`src/rtl/life_scheduler_pkg.sv`:
```
// Shared scheduler types and defaults.
// FSM encodings and board geometry.
package life_scheduler_pkg;

  localparam int DEF_LOG_MAX_SPEED  = 4;
  localparam int DEF_LOG_BOARD_SIZE = 4;

  typedef logic [1:0] sched_state_t;

  localparam sched_state_t S_IDLE   = 2'd0;
  localparam sched_state_t S_TOGGLE = 2'd1;
  localparam sched_state_t S_STEP   = 2'd2;
  localparam sched_state_t S_SWAP   = 2'd3;

endpackage

```
`src/rtl/life_scheduler_step_pacer.sv`:
```
// Frame-based step pacing.
// Raises step_due once every (2**LOG_MAX_SPEED - speed) frames.
module step_pacer
  import life_scheduler_pkg::*;
#(
  parameter int LOG_MAX_SPEED = DEF_LOG_MAX_SPEED
) (
  input  logic                     clk_in,
  input  logic                     rst_in,
  input  logic [LOG_MAX_SPEED-1:0] speed_in,
  input  logic                     vsync_in,
  input  logic                     clear_in,
  output logic                     step_due_out
);

  localparam int W = LOG_MAX_SPEED + 1;
  localparam logic [W-1:0] FULL = {1'b1, {LOG_MAX_SPEED{1'b0}}};

  logic [W-1:0] frame_cnt;
  logic [W-1:0] cnt_nxt;
  logic [W-1:0] period;

  assign period  = FULL - {1'b0, speed_in};
  assign cnt_nxt = frame_cnt + 1'b1;

  // Count frames; >= compare so a lowered period fires at once.
  always_ff @(posedge clk_in) begin
    if (rst_in) begin
      frame_cnt    <= '0;
      step_due_out <= 1'b0;
    end else begin
      if (clear_in)
        step_due_out <= 1'b0;
      if (vsync_in && speed_in != '0) begin
        if (cnt_nxt >= period) begin
          step_due_out <= 1'b1;
          frame_cnt    <= '0;
        end else begin
          frame_cnt <= cnt_nxt;
        end
      end
    end
  end

endmodule

```
`src/rtl/life_scheduler.sv`:
```
// Game-of-Life sequencer: pacing, toggle
// arbitration and frame-aligned buffer flips.
module life_scheduler
  import life_scheduler_pkg::*;
#(
  parameter int LOG_MAX_SPEED    = DEF_LOG_MAX_SPEED,
  parameter int LOG_BOARD_SIZE   = DEF_LOG_BOARD_SIZE,
  parameter int LOG_STEP_TIMEOUT = 20
) (
  input  logic                      clk_in,
  input  logic                      rst_in,
  input  logic [LOG_MAX_SPEED-1:0]  speed_in,
  input  logic                      click_in,
  input  logic [LOG_BOARD_SIZE-1:0] cursor_x_in,
  input  logic [LOG_BOARD_SIZE-1:0] cursor_y_in,
  input  logic                      vsync_in,
  input  logic                      step_done_in,
  input  logic                      toggle_ack_in,
  output logic                      step_start_out,
  output logic                      toggle_req_out,
  output logic [LOG_BOARD_SIZE-1:0] toggle_x_out,
  output logic [LOG_BOARD_SIZE-1:0] toggle_y_out,
  output logic                      buf_sel_out,
  output logic [15:0]               gen_count_out,
  output logic                      busy_out,
  output logic                      error_out
);

  localparam logic [LOG_STEP_TIMEOUT-1:0] WD_MAX =
    {LOG_STEP_TIMEOUT{1'b1}};

  sched_state_t                state;
  logic                        click_q;
  logic                        pending;
  logic                        rise;
  logic                        step_due;
  logic                        launch;
  logic [LOG_STEP_TIMEOUT-1:0] wd;
  logic [LOG_STEP_TIMEOUT-1:0] wd_nxt;

  assign rise   = click_in & ~click_q;
  assign wd_nxt = wd + 1'b1;
  assign launch = (state == S_IDLE) && !(pending || rise)
                  && step_due;

  assign toggle_req_out = (state == S_TOGGLE);
  assign busy_out       = (state != S_IDLE);

  step_pacer #(
    .LOG_MAX_SPEED(LOG_MAX_SPEED)
  ) u_pacer (
    .clk_in      (clk_in),
    .rst_in      (rst_in),
    .speed_in    (speed_in),
    .vsync_in    (vsync_in),
    .clear_in    (launch),
    .step_due_out(step_due)
  );

  // Sequencer: toggles beat steps; flips wait for vsync.
  always_ff @(posedge clk_in) begin
    if (rst_in) begin
      state          <= S_IDLE;
      click_q        <= 1'b1;
      pending        <= 1'b0;
      toggle_x_out   <= '0;
      toggle_y_out   <= '0;
      step_start_out <= 1'b0;
      wd             <= '0;
      buf_sel_out    <= 1'b0;
      gen_count_out  <= '0;
      error_out      <= 1'b0;
    end else begin
      click_q        <= click_in;
      step_start_out <= 1'b0;
      if (rise && !pending) begin
        pending      <= 1'b1;
        toggle_x_out <= cursor_x_in;
        toggle_y_out <= cursor_y_in;
      end
      unique case (state)
        S_IDLE: begin
          if (pending || rise) begin
            state <= S_TOGGLE;
          end else if (step_due) begin
            state          <= S_STEP;
            step_start_out <= 1'b1;
            wd             <= '0;
          end
        end
        S_TOGGLE: begin
          if (toggle_ack_in) begin
            pending <= 1'b0;
            state   <= S_IDLE;
          end
        end
        S_STEP: begin
          if (step_done_in) begin
            state <= S_SWAP;
          end else if (wd_nxt == WD_MAX) begin
            error_out <= 1'b1;
            state     <= S_IDLE;
          end else begin
            wd <= wd_nxt;
          end
        end
        S_SWAP: begin
          if (vsync_in) begin
            buf_sel_out   <= ~buf_sel_out;
            gen_count_out <= gen_count_out + 1'b1;
            state         <= S_IDLE;
          end
        end
        default: state <= S_IDLE;
      endcase
    end
  end

endmodule

```
`config.mk`:
```
export PLATFORM = sky130hd
export DESIGN_NAME = life_scheduler
export DESIGN_NICKNAME = d
export VERILOG_FILES = /design/src/rtl/life_scheduler_pkg.sv /design/src/rtl/life_scheduler_step_pacer.sv /design/src/rtl/life_scheduler.sv
export SDC_FILE = /design/constraint.sdc
export NUM_CORES = 1
export LEC_CHECK = 0
export ABC_CLOCK_PERIOD_IN_PS = 3600
export CORE_ASPECT_RATIO = 1.5
export CORE_MARGIN = 4
export CORE_UTILIZATION = 45
export DETAILED_ROUTE_END_ITERATION = 7
export PLACE_DENSITY = 0.77
export SLEW_MARGIN = 20
export SYNTH_ARGS = -nofsm -noshare
export SYNTH_HDL_FRONTEND = slang
export SYNTH_HIERARCHICAL = 1
export SYNTH_SLANG_ARGS = --single-unit
```
`constraint.sdc`:
```
create_clock -name clk_in -period 3.6 [get_ports clk_in]
set_input_delay 0.72 -clock clk_in [delete_from_list [all_inputs] [get_ports clk_in]]
set_output_delay 0.72 -clock clk_in [all_outputs]
set_load 0.02 [all_outputs]
```
Word level (Yosys, flattened, before mapping)
Cells that the tools add are included.
- latch bits: 0
- memory bits (writable): 0
- memory bits (read-only): 0
- output and inout bits: 29
- memories kept: 0
- logic and storage cells: 70
- register bits: 57
- equal/unequal tests: 12
- divide/modulo/power cells: 0
- add/sub/neg operators: 4
- reductions and logical operators: 16
- shifts and indexed selects: 0
- multiplexer cells: 20
- bitwise operators: 5
- magnitude comparators: 1
- $mul: 0
- operators by type and width (cell ; count):
    20-bit 2-to-1 mux ; 4
    20-bit one-hot mux with 2 select lines ; 1
    20-bit by 1-bit adder with 20-bit output, second input constant ; 1
    20-bit == test, second input constant ; 1
    16-bit by 1-bit adder with 16-bit output, second input constant ; 1
    2-bit 2-to-1 mux ; 6
    2-bit != test, second input constant ; 5
    2-bit one-hot mux with 4 select lines ; 1
    1-bit 2-to-1 mux ; 7
    5-bit by 1-bit adder with 5-bit output, second input constant ; 1
    5-bit >= comparator ; 1
    5-bit 2-to-1 mux ; 1
    5-bit AND reduction ; 1
    5-bit by 4-bit subtractor with 5-bit output, first input constant ; 1
    2-bit == test, second input constant ; 2
    1-bit logical AND ; 4
    1-bit NOT ; 4
    4-bit AND reduction ; 1
    2-bit nonzero test ; 2
    4-bit nonzero test ; 1
    3-bit by 1-bit != test with 1-bit output, second input constant ; 1
    3-bit != test, second input constant ; 1
    3-bit AND reduction ; 1
    3-bit OR reduction ; 1
    7 further kinds ; 8

Depth between registers and ports, before layout
- word-level depth: 9
- depth in mapped cells: 10
- depth with buffers taken out: 9

Hierarchy
The synthesis kept the hierarchy.
- modules (own cells, without submodules) (module ; area an instance (um^2) ; cells each ; instances):
    life_scheduler ; 2622.5 ; 316 ; 1
    step_pacer ; 486.7 ; 57 ; 1

Worst setup path before layout
OpenSTA, ideal clock, no wires.
- path type: flip-flop to flip-flop
- from: reg wd[6]
- to: reg wd[2]
- arrival time: 2.530 ns
- setup time: 0.088 ns
- period minus slack after synthesis: 2.618 ns
- buffers on the path: 1
- required time: 3.512 ns
- slack: 0.982 ns
- stages on the path, launching flop included: 9
- path through: dfxtp_1 nand4_4 or3_1 buf_2 or4_4 a2111oi_2 nand4_1 o211a_1 o32ai_2
- longest elaborated chain between the ends: 4
- ends and longest elaborated chain (element ; line ; RTL):
    from (decl) ; life_scheduler.sv:38 ; logic [LOG_STEP_TIMEOUT-1:0] wd;
    from (signal assigned) ; life_scheduler.sv:104 ; wd <= wd_nxt;
    20-bit by 1-bit adder with 20-bit output ; life_scheduler.sv:42 ; assign wd_nxt = wd + 1'b1;
    20-bit == test ; life_scheduler.sv:100 ; end else if (wd_nxt == WD_MAX) begin
    2-bit != test (no source line) ; - ;
    5-bit AND reduction (no source line) ; - ;
No other way between the ends.
A chain may end at the register's enable or synchronous reset.

Final worst setup path
- from: reg wd[0]
- to: reg wd[2]
- longest elaborated chain between the ends: 4
- elaborated cells between the ends (all ways): 7
- those cells by class: 1 x add/sub; 2 x eq/ne; 3 x mux; 1 x reduce/logical
- ends and longest elaborated chain (element ; line):
    20-bit by 1-bit adder with 20-bit output * ; life_scheduler.sv:42
    20-bit == test / 20-bit 2-to-1 mux (equally long branches) ; life_scheduler.sv:100
    2-bit != test (no source line) / 20-bit 2-to-1 mux (equally long branches) ; -
    5-bit AND reduction (no source line) / 20-bit one-hot mux with 2 select lines (equally long branches) ; -
Every way passes the cells marked *; elsewhere a longest branch is shown, timed or not. The select of a mux whose other input is x is not followed.

==> reports/results.txt <==
Status - completed
Die Area - 8330 sq um
PortBufs - 46
Die W - 75.9 microns
Mapped Avg Cell Area - 8.34 sq um
DP Wirelength - 5280 microns
Sink Count - 57
Place WS - 0.511 ns
GRT Total Usage - 20.0%
Slew HR - 48.1%
Crit-path max FO - 11
Combinational power share - 10.2%
Post-synthesis simple-gate area fraction - 27.8%
Row count - 36
Final-report max-slew violation count - 0
Worst EP arrival - 3.24 ns
Via density - 5.74
Setup Fix Bufs, Post-CTS - 0
Most common library cell in the layout ignoring fill and taps - dfxtp_1
Sequential share of power - 44.7%
Post-synth EDFFs - 0
Max Cap Viol - 0
P_leak - 0.00137 uW
Synth Area in Compound Gates - 15.9%
Antenna violations before repair - 0
Startpoint Class - flop
WL per Instance - 15.3 microns
Internal power - 1110 uW
Final net count - 440
First-pass DRT Iterations - 5
Via count - 2826
Worst path bufs/invs - 0
I/O Pins - 47
Mapped Nets - 401
CP peak stage delay - 0.52 ns
Clock buffer count from CTS - 9
Clock transition at path regs - 0.07 ns
Share of cells above drive strength 1 - 8.65%
Switching pwr - 347 uW
Top FF cell, synth - dfxtp_1
Async SR Flop Fraction - 0%
Fin area - 3790 sq um
Floorplan Core Area - 6620 sq um
Setup-failing EPs final - 0
Max Fclk - 329 MHz
Critical Path RT - 3.79 ns
Post-Synth XOR/XNOR Area - 7.04%
Critical path's top delay family - simple AND/OR/NAND/NOR gates
Main combinational cell family by area after synthesis - simple AND/OR/NAND/NOR gates
PwrDens - 385 nW/um^2
Die height - 110 microns
Clk pwr share - 45.1%
Crit Path Category - flop to flop
Total wire length - 7530 microns
Fin crit share - 84.5%
CTS tree - done
Fin. Hold Viols - 0
Post-DP Area - 3580 sq um
DRC violations left - 0
Most frequent cells in the layout - dfxtp_1 (57), nor2_1 (50), clkdlybuf4s50_1 (45)
Yosys Warn Count - 6
Gpl congestion - 0.870
Sequential fraction of the synthesis area - 36.7%
Clock Latency Late Sink - 0.34 ns
Synth Area in Adders - 4.02%
Final worst-path setup slack - 0.556 ns
Unrepaired setup endpoints after global routing - no
Root buf cell - clkbuf_8
Congestion Overflow GR - 0
Synth Instances - 373
Crit path cell chain - ha_1 -> nand3_1 -> nor4_1 -> a2bb2o_1 -> a21oi_1 -> nand4_2 -> nand2_2 -> o32ai_2
VDD IR-drop max - 0.451 mV
Slowest stage cell on the critical path - dfxtp_1
CTS Hold Bufs - 0
Cell Area, Synth - 3110 sq um
Max H-tree Level - 3
Vias in the first global route - 2886
DR iter-0 viols - 154
Overall power - 1460 uW
Largest net degree at the start of global routing - 42
CTS Buffer Depth - 2
Synthesis-to-finish area growth - 21.9%
Crit path time final - 3.04 ns
Initial Util - 47.0%
CTS resizes - 0
Setup TNS - 0 ns
Sw frac - 23.8%
Yosys reg bits - 57
HP Class - flop to flop
Setup Skew - 0.00772 ns
Post-synthesis mux area share - 3.62%
Critical path endpoint category - flop
Core Util, Final - 57.2%
Yosys cell types - 68
Worst slew pin tran - 0.779 ns
Detail Route Antenna Nets - 0
Antenna diodes - 0
First-pass GRT wire length - 13000 microns
-- cell type report --
type | count | area [sq um]
clock buffers | 12 | 145
fillers | 569 | 2830
flip-flops and latches | 57 | 1140
inverters | 11 | 41.3
clock inverters | 3 | 65.1
well taps | 76 | 95.1
multi-input cells | 283 | 1820
repair buffers | 50 | 485
-- power groups by stage --
stage | Combinational (uW) | Clock (uW) | Sequential, uW
finish | 149 | 658 | 653
global placement | 146 | 0 | 666
floorplan | 92.0 | 0 | 666
CTS | 150 | 665 | 652
global route | 167 | 691 | 654
detailed placement | 148 | 0 | 666
-- final timing paths --
path / start / to / slack, ns / cells past startpoint
max reg2reg: wd[0]$_SDFFE_PP0P_ / wd[2]$_SDFFE_PP0P_ / 0.56 / 8
min: u_pacer/frame_cnt[1]$_SDFFE_PP0P_ / u_pacer/frame_cnt[1]$_SDFFE_PP0P_ / 0.49 / 2
min reg2reg: u_pacer/frame_cnt[1]$_SDFFE_PP0P_ / u_pacer/frame_cnt[1]$_SDFFE_PP0P_ / 0.49 / 2
max: wd[0]$_SDFFE_PP0P_ / wd[2]$_SDFFE_PP0P_ / 0.56 / 8
-- tightest hold or removal path, delay by kind of cell, from the launching register on --
family / cells / cell delay, ns
simple gates: 1 / 0.06
flops: 1 / 0.34
compound gates: 1 / 0.05
-- kinds of logic after synthesis --
group	count (synthesis)
AO/OA/AOI/OAI	69
adder cells (fa/ha/maj)	10
AND/OR/NAND/NOR	169
XOR/XNOR	25
buffers and inverters	33
multiplexers	10
flip-flops	57
-- layer usage --
metal | vias to the layer above | global-route usage (%) | wire length [microns]
met2 | 78 | 33.8 | 3850
met5 | - | 0 | 0
met4 | 0 | 8.63 | 148
met1 | 1336 | 22.8 | 3110
li1 | 1397 | - | -
met3 | 15 | 5.95 | 424
-- synthesized netlist by cell type, types with 5 or more instances --
master | count | area share [%]
a21oi_1 | 17 | 2.7
a31oi_1 | 6 | 1.2
and3_1 | 5 | 1.0
and4_1 | 5 | 1.4
clkbuf_1 | 12 | 1.4
dfxtp_1 | 57 | 37
ha_1 | 10 | 4.0
inv_1 | 11 | 1.3
mux2i_1 | 9 | 2.9
nand2_1 | 43 | 5.2
nand3_1 | 17 | 2.7
nand4_1 | 11 | 2.2
nor2_1 | 50 | 6.0
nor3_1 | 8 | 1.3
o21ai_0 | 10 | 1.6
o31ai_1 | 5 | 1.2
xnor2_1 | 9 | 2.5
xor2_1 | 16 | 4.5
-- registers in the layout, indices dropped and copies added (netlist names) --
| signal | flops |
|---|---|
| buf_sel_out | 1 |
| click_q | 1 |
| error_out | 1 |
| gen_count_out | 16 |
| pending | 1 |
| state | 2 |
| step_start_out | 1 |
| toggle_x_out | 4 |
| toggle_y_out | 4 |
| u_pacer/frame_cnt | 5 |
| u_pacer/step_due_out | 1 |
| wd | 20 |
-- through the flow --
step | instances | hold slack, ns
2_1_floorplan | 373 | 0.443
3_3_place_gp | 477 | 0.468
3_5_place_dp | 477 | 0.481
4_1_cts | 492 | 0.492
5_1_grt | 492 | 0.531
6_report | 492 | 0.490
(Power assumes the default switching activity.)
